[config.mk]
export PLATFORM = sky130hd
export DESIGN_NAME = video_timing_gen
export DESIGN_NICKNAME = d
export VERILOG_FILES = /design/src/rtl/video_timing_gen.sv
export SDC_FILE = /design/constraint.sdc
export NUM_CORES = 1
export LEC_CHECK = 0
export ABC_AREA = 1
export BUFFER_PORTS_ARGS = -buffer_cell sky130_fd_sc_hd__buf_4
export CORE_AREA = 2 2 199 201
export DETAILED_ROUTE_END_ITERATION = 12
export DIE_AREA = 0 0 201 203
export GPL_TIMING_DRIVEN = 1
export PLACE_DENSITY = 0.63
export SYNTH_ARGS = -nofsm -noshare
export SYNTH_HDL_FRONTEND = slang
export SYNTH_SLANG_ARGS = --single-unit
[constraint.sdc]
create_clock -name PCLK -period 5.45 [get_ports PCLK]
set_clock_uncertainty 0.15 [all_clocks]
set_input_delay 0.545 -clock PCLK [delete_from_list [all_inputs] [get_ports PCLK]]
set_output_delay 0.545 -clock PCLK [all_outputs]
set_load 0.02 [all_outputs]
[src/rtl/video_timing_gen.sv]
// Video timing generator: hsync/vsync/de plus active-pixel coordinates from frame-shadowed timing fields.
// Latency: first frame clock one edge after i_en is sampled high with nonzero hact/vact; all outputs registered.
// Backpressure: none; free-running once started, i_en is only sampled at frame boundaries.
module video_timing_gen #(
    parameter int CW           = 16,
    parameter int SYNC_ACT_LOW = 0
) (
    input  logic          PCLK,
    input  logic          PRSTN,
    input  logic          i_en,
    input  logic [CW-1:0] i_hsw,
    input  logic [CW-1:0] i_hbp,
    input  logic [CW-1:0] i_hact,
    input  logic [CW-1:0] i_hfp,
    input  logic [CW-1:0] i_vsw,
    input  logic [CW-1:0] i_vbp,
    input  logic [CW-1:0] i_vact,
    input  logic [CW-1:0] i_vfp,
    output logic          o_hsync,
    output logic          o_vsync,
    output logic          o_de,
    output logic [CW-1:0] o_x,
    output logic [CW-1:0] o_y,
    output logic          o_line_start,
    output logic          o_frame_start,
    output logic          o_busy
);
    typedef struct packed {
        logic [CW-1:0] hsw, hbp, hact, hfp, vsw, vbp, vact, vfp;
    } timing_t;

    typedef enum logic [2:0] {H_IDLE, H_SYNC, H_BP, H_ACT, H_FP} h_state_t;
    typedef enum logic [2:0] {V_IDLE, V_SYNC, V_BP, V_ACT, V_FP} v_state_t;

    localparam logic SYNC_INACT = (SYNC_ACT_LOW != 0);

    // Horizontal phases wrap; the nearest nonzero phase after p wins. From H_IDLE this is the line's first phase.
    function automatic h_state_t h_after(input h_state_t p, input timing_t t);
        logic [3:0] nz;
        logic [1:0] idx;
        h_state_t   res;
        nz  = {t.hfp != '0, t.hact != '0, t.hbp != '0, t.hsw != '0};
        res = H_ACT;
        for (int k = 4; k >= 1; k--) begin
            idx = 2'(int'(p) - 1 + k);
            if (nz[idx]) res = h_state_t'({1'b0, idx} + 3'd1);
        end
        return res;
    endfunction

    // Vertical phases do not wrap; V_IDLE means the frame is over.
    function automatic v_state_t v_after(input v_state_t p, input timing_t t);
        logic [3:0] nz;
        v_state_t   res;
        nz  = {t.vfp != '0, t.vact != '0, t.vbp != '0, t.vsw != '0};
        res = V_IDLE;
        for (int j = 3; j >= 0; j--) begin
            if (j >= int'(p) && nz[j[1:0]]) res = v_state_t'(3'(j + 1));
        end
        return res;
    endfunction

    function automatic logic [CW-1:0] h_len(input h_state_t p, input timing_t t);
        case (p)
            H_SYNC:  return t.hsw;
            H_BP:    return t.hbp;
            H_ACT:   return t.hact;
            H_FP:    return t.hfp;
            default: return '0;
        endcase
    endfunction

    function automatic logic [CW-1:0] v_len(input v_state_t p, input timing_t t);
        case (p)
            V_SYNC:  return t.vsw;
            V_BP:    return t.vbp;
            V_ACT:   return t.vact;
            V_FP:    return t.vfp;
            default: return '0;
        endcase
    endfunction

    timing_t       sh, sh_n, fields;
    h_state_t      hs, hs_n;
    v_state_t      vs, vs_n;
    logic [CW-1:0] hc, hc_n, vc, vc_n;
    logic          busy, line_end, frame_end, start;
    logic          de_n, line_start_n;
    logic [CW-1:0] x_n, y_n;

    assign fields = '{hsw: i_hsw, hbp: i_hbp, hact: i_hact, hfp: i_hfp,
                      vsw: i_vsw, vbp: i_vbp, vact: i_vact, vfp: i_vfp};
    assign busy   = (hs != H_IDLE);

    always_comb begin
        sh_n      = sh;
        hs_n      = hs;
        hc_n      = hc;
        vs_n      = vs;
        vc_n      = vc;
        start     = 1'b0;
        line_end  = busy && (hc == '0) && (h_after(hs, sh) == h_after(H_IDLE, sh));
        frame_end = line_end && (vc == '0) && (v_after(vs, sh) == V_IDLE);

        if (!busy || frame_end) begin
            if (i_en) begin
                sh_n  = fields;
                start = (i_hact != '0) && (i_vact != '0);
            end
            if (start) begin
                hs_n = h_after(H_IDLE, fields);
                hc_n = h_len(hs_n, fields) - CW'(1);
                vs_n = v_after(V_IDLE, fields);
                vc_n = v_len(vs_n, fields) - CW'(1);
            end else begin
                hs_n = H_IDLE;
                hc_n = '0;
                vs_n = V_IDLE;
                vc_n = '0;
            end
        end else begin
            if (hc == '0) begin
                hs_n = h_after(hs, sh);
                hc_n = h_len(hs_n, sh) - CW'(1);
            end else begin
                hc_n = hc - CW'(1);
            end
            if (line_end) begin
                if (vc == '0) begin
                    vs_n = v_after(vs, sh);
                    vc_n = v_len(vs_n, sh) - CW'(1);
                end else begin
                    vc_n = vc - CW'(1);
                end
            end
        end

        // Coordinates fall out of the down-counters, so no separate x/y state is needed.
        de_n         = (hs_n == H_ACT) && (vs_n == V_ACT);
        x_n          = de_n ? (sh_n.hact - CW'(1) - hc_n) : '0;
        y_n          = (vs_n == V_ACT) ? (sh_n.vact - CW'(1) - vc_n) : '0;
        line_start_n = start || (line_end && !frame_end);
    end

    always_ff @(posedge PCLK or negedge PRSTN) begin
        if (!PRSTN) begin
            sh            <= '0;
            hs            <= H_IDLE;
            hc            <= '0;
            vs            <= V_IDLE;
            vc            <= '0;
            o_hsync       <= SYNC_INACT;
            o_vsync       <= SYNC_INACT;
            o_de          <= 1'b0;
            o_x           <= '0;
            o_y           <= '0;
            o_line_start  <= 1'b0;
            o_frame_start <= 1'b0;
            o_busy        <= 1'b0;
        end else begin
            sh            <= sh_n;
            hs            <= hs_n;
            hc            <= hc_n;
            vs            <= vs_n;
            vc            <= vc_n;
            o_hsync       <= (hs_n == H_SYNC) ^ SYNC_INACT;
            o_vsync       <= (vs_n == V_SYNC) ^ SYNC_INACT;
            o_de          <= de_n;
            o_x           <= x_n;
            o_y           <= y_n;
            o_line_start  <= line_start_n;
            o_frame_start <= start;
            o_busy        <= (hs_n != H_IDLE);
        end
    end
endmodule
==> impl_metrics.json <==
{
  "power.density_nw_per_um2": 193,
  "drv_cap": 0,
  "root_buffer": "clkbuf_16",
  "nets": 2485,
  "first_iter_violations": 843,
  "synth_edf_count": 0,
  "power.clock.fraction_pct": 51.7,
  "p_int_w": 0.00280,
  "ys_seq_elements": 204,
  "multiInputGateArea_sq_um": 7460,
  "fin_setup_tns_ns": -0.406,
  "violations": "negative setup slack",
  "postSynthCellCount": 1845,
  "r2r_cells": 45,
  "gp_congestion": 0.951,
  "swShare_pct": 24.0,
  "switching_power_w": 0.000885,
  "syn_area_sq_um": 13400,
  "cp_data_arrival_time_ns": 5.88,
  "final-hold-violation-count": 0,
  "pre_cts_slack_ns": -0.466,
  "peakVddDrop_mv": 0.180,
  "ys_dominant_reg_cell": "dfrtp_1",
  "reg2reg_from": "hs[0]",
  "port_buffers": 168,
  "hold_depth": 2,
  "core_area_sq_um": 38500,
  "clk_pin_slew_ns": 0.06,
  "rsz0062_at_grt": "yes",
  "cts_buffers": 26,
  "grt_pass1_vias": 14407,
  "layout_min_cycle_time_ns": 5.60,
  "rr_endpoint": "o_y[11]",
  "tritoncts": "done",
  "htree_levels": 1,
  "die-height_microns": 203,
  "slew_headroom_pct": 35.0,
  "routed_wl_microns": 53600,
  "fp.dieW_microns": 201,
  "grt_pass1_wl_microns": 81600,
  "regArea_sq_um": 5110,
  "drc_errors": 0,
  "routedWlPerCell_microns": 18.8,
  "hold_slack_ns": 0.0938,
  "viasPerCell": 5.04,
  "yosys.cell_types.count": 61,
  "die-area_sq_um": 40800,
  "yosys_warnings": 0,
  "dp_hpwl_microns": 42900,
  "clk_latency_ns": 0.56,
  "hold_path_class": "input pin to flip-flop",
  "tightest_slew_ns": 0.965,
  "max_stage_delay_ns": 0.41,
  "num-fill-cells": 3874,
  "rows": 72,
  "track_usage_pct": 25.9,
  "clock.fmax_ghz": 0.179,
  "drtPass1Iterations": 5,
  "placed_cells": 2758,
  "antenna_found_initial": 1,
  "grt_max_degree": 142,
  "startpoint_type": "flip-flop",
  "seq_power_share_pct": 41.1,
  "hp-start": "i_vfp[14]",
  "status": "finished, violations left",
  "period_share_pct": 103,
  "leakagePower_nw": 9.88,
  "path_class": "flip-flop to flip-flop",
  "synthArstFlopShare_pct": 100,
  "io_pins": 169,
  "cp_max_fo": 6,
  "finalSetupViolations": 4,
  "setup_slack_ns": -0.152,
  "drv_slew": 0,
  "cp_slowest_cell": "dfrtp_2",
  "yosysSeqAreaShare_pct": 38.0,
  "ant_nets": 0,
  "areaGrowthSynthToFinish_pct": 42.5,
  "final_util_pct": 49.7,
  "syn_nets": 2015,
  "synth.avg_cell_area_sq_um": 7.27,
  "required_ns": 5.73,
  "floorplan.initialDensity_pct": 34.9,
  "grt-ovfl-total": 0,
  "vias": 14389,
  "cts_buffer_depth": 3,
  "end_kind": "flip-flop",
  "drive_above_1_share_pct": 31.9,
  "p_comb_share_pct": 7.1,
  "numClockSinks": 204,
  "finalNonFillerCells": 2853,
  "min_to": "sh[14]",
  "r2r_slack_ns": -0.15
}
## what timing repair did
| action | in CTS | in global routing |
|---|---|---|
| gates resized for setup | 31 | 104 |
| pin swaps | 20 | 48 |
| endpoints found under the setup margin | 6 | 18 |
| buffers inserted | 31 | 17 |
| hold endpoints to repair | 63 | 0 |
| hold buffers | 1 | 0 |
## cells by family (layout without fill, tap and decap cells)
kind of cell               count (synthesis)  count (layout)  share of synthesized area, %
AOI/OAI and AO/OA                        331             331                          14.8
xor gates and xnor gates                  44              44                          3.01
adders and majority gates                 39              39                          3.75
buffers and inverters                    361             850                          10.4
DFF                                      204             204                          38.0
muxes                                     17              17                          1.43
other                                      0               1                             0
and+or+nand+nor                          849             849                          28.6
## layout make-up
cell class	count	share of cell area [%]
Antenna cell	1	0.0131
Multi-Input combinational cell	1280	39.0
Tap cell	518	3.39
Clock buffer	36	4.02
Timing Repair Buffer	496	19.9
Sequential cell	204	26.7
Clock inverter	11	0.864
Inverter	307	6.11
## synth_stat cells, types with 4 or more instances
library cell,n,area [sq um]
inv_2,16,60.1
nor3_2,9,90.1
o2111ai_1,15,131
clkbuf_1,34,128
o221ai_1,9,78.8
a22oi_1,7,52.6
o211ai_1,10,75.1
ha_1,37,463
nand3_1,75,375
nand2_1,392,1470
o21ai_2,6,52.6
nor2_2,13,81.3
or2_2,6,37.5
nand3_2,4,40.0
nor3_1,28,140
xnor2_1,10,87.6
o21a_1,19,143
o21bai_1,6,45.0
dfrtp_1,204,5100
nor2_1,197,739
inv_1,287,1080
o21ai_0,148,741
o22ai_1,9,56.3
nand4_1,61,382
o21ai_1,7,35.0
nand2_2,14,87.6
a32oi_1,4,35.0
a211oi_1,6,45.0
nor4_1,31,194
mux2_2,17,191
xor2_1,33,289
a21oi_1,64,320
a221oi_1,12,105
buf_2,13,65.1
## flip-flops by register name, summed over array words and instances, names as in the netlist
| signal | flops |
|---|---|
| sh | 128 |
| hc | 16 |
| o_x | 16 |
| o_y | 16 |
| vc | 16 |
| hs | 3 |
| vs | 3 |
| o_busy | 1 |
| o_de | 1 |
| o_frame_start | 1 |
| o_hsync | 1 |
| o_line_start | 1 |
| o_vsync | 1 |
## per-layer routing
| layer | wire length [microns] | track usage [%] |
|---|---|---|
| met5 | 0 | 0 |
| met4 | 2530 | 10.1 |
| met3 | 2460 | 2.92 |
| met2 | 27300 | 48.3 |
| met1 | 21200 | 30.2 |
## power groups by stage
stage | Sequential, W | Combinational (W) | Clock (W)
5_1_grt | 0.00151 | 0.000283 | 0.00199
4_1_cts | 0.00151 | 0.000261 | 0.00192
2_1_floorplan | 0.00154 | 0.0000636 | 0
3_3_place_gp | 0.00154 | 0.000258 | 0
6_report | 0.00151 | 0.000263 | 0.00190
3_5_place_dp | 0.00154 | 0.000259 | 0
## worst max path at each step
| stage | from | end | slack (ns) | cells past startpoint |
|---|---|---|---|---|
| 2_1_floorplan | hs[0] | o_y[15] | -0.20 | 53 |
| 3_3_place_gp | i_vsw[2] | o_y[15] | -0.33 | 42 |
| 3_5_place_dp | i_vsw[2] | o_y[15] | -0.47 | 45 |
| 4_1_cts | hs[0] | o_y[14] | -0.04 | 50 |
| 5_1_grt | hs[0] | o_y[15] | -0.63 | 48 |
| 6_report | hs[0] | o_y[11] | -0.15 | 45 |
## worst max-delay path, delay by kind of cell, from the launching register on
kind | cells | cell delay, ns
AO/OA/AOI/OAI | 7 | 1.04
flip-flops | 1 | 0.41
adder cells (fa/ha/maj) | 2 | 0.55
XOR/XNOR | 2 | 0.37
buffers and inverters | 10 | 0.94
AND/OR/NAND/NOR | 24 | 1.99
## per-stage QoR
| step | total power, W | cell area (sq um) |
|---|---|---|
| floorplan | 0.00161 | 13600 |
| global placement | 0.00180 | 17300 |
| detailed placement | 0.00180 | 17300 |
| CTS | 0.00370 | 18600 |
| global route | 0.00379 | 19100 |
| finish | 0.00368 | 19100 |
## layout by cell type (no fill, tap or decap), types with 9 or more instances in the layout
cell type and count:
o2111ai_1 15, nand2_2 28, nand2_1 369, nor2_1 177
o211ai_1 10, nor3_2 10, inv_2 24, nand3_2 15
ha_1 31, o21ai_1 13, nor4_1 28, nand2_4 9
nor2_2 26, o221ai_1 9, a21oi_1 53, buf_4 484
mux2_2 15, nor3_1 25, nand3_1 64, o21ai_0 133
o21a_1 19, a221oi_1 12, dfrtp_1 203, xnor2_1 10
a21oi_2 11, nand4_1 61, o21ai_2 12, clkbuf_16 27
xor2_1 33, inv_1 276
Note: power is estimated with default switching activity, not from simulation.
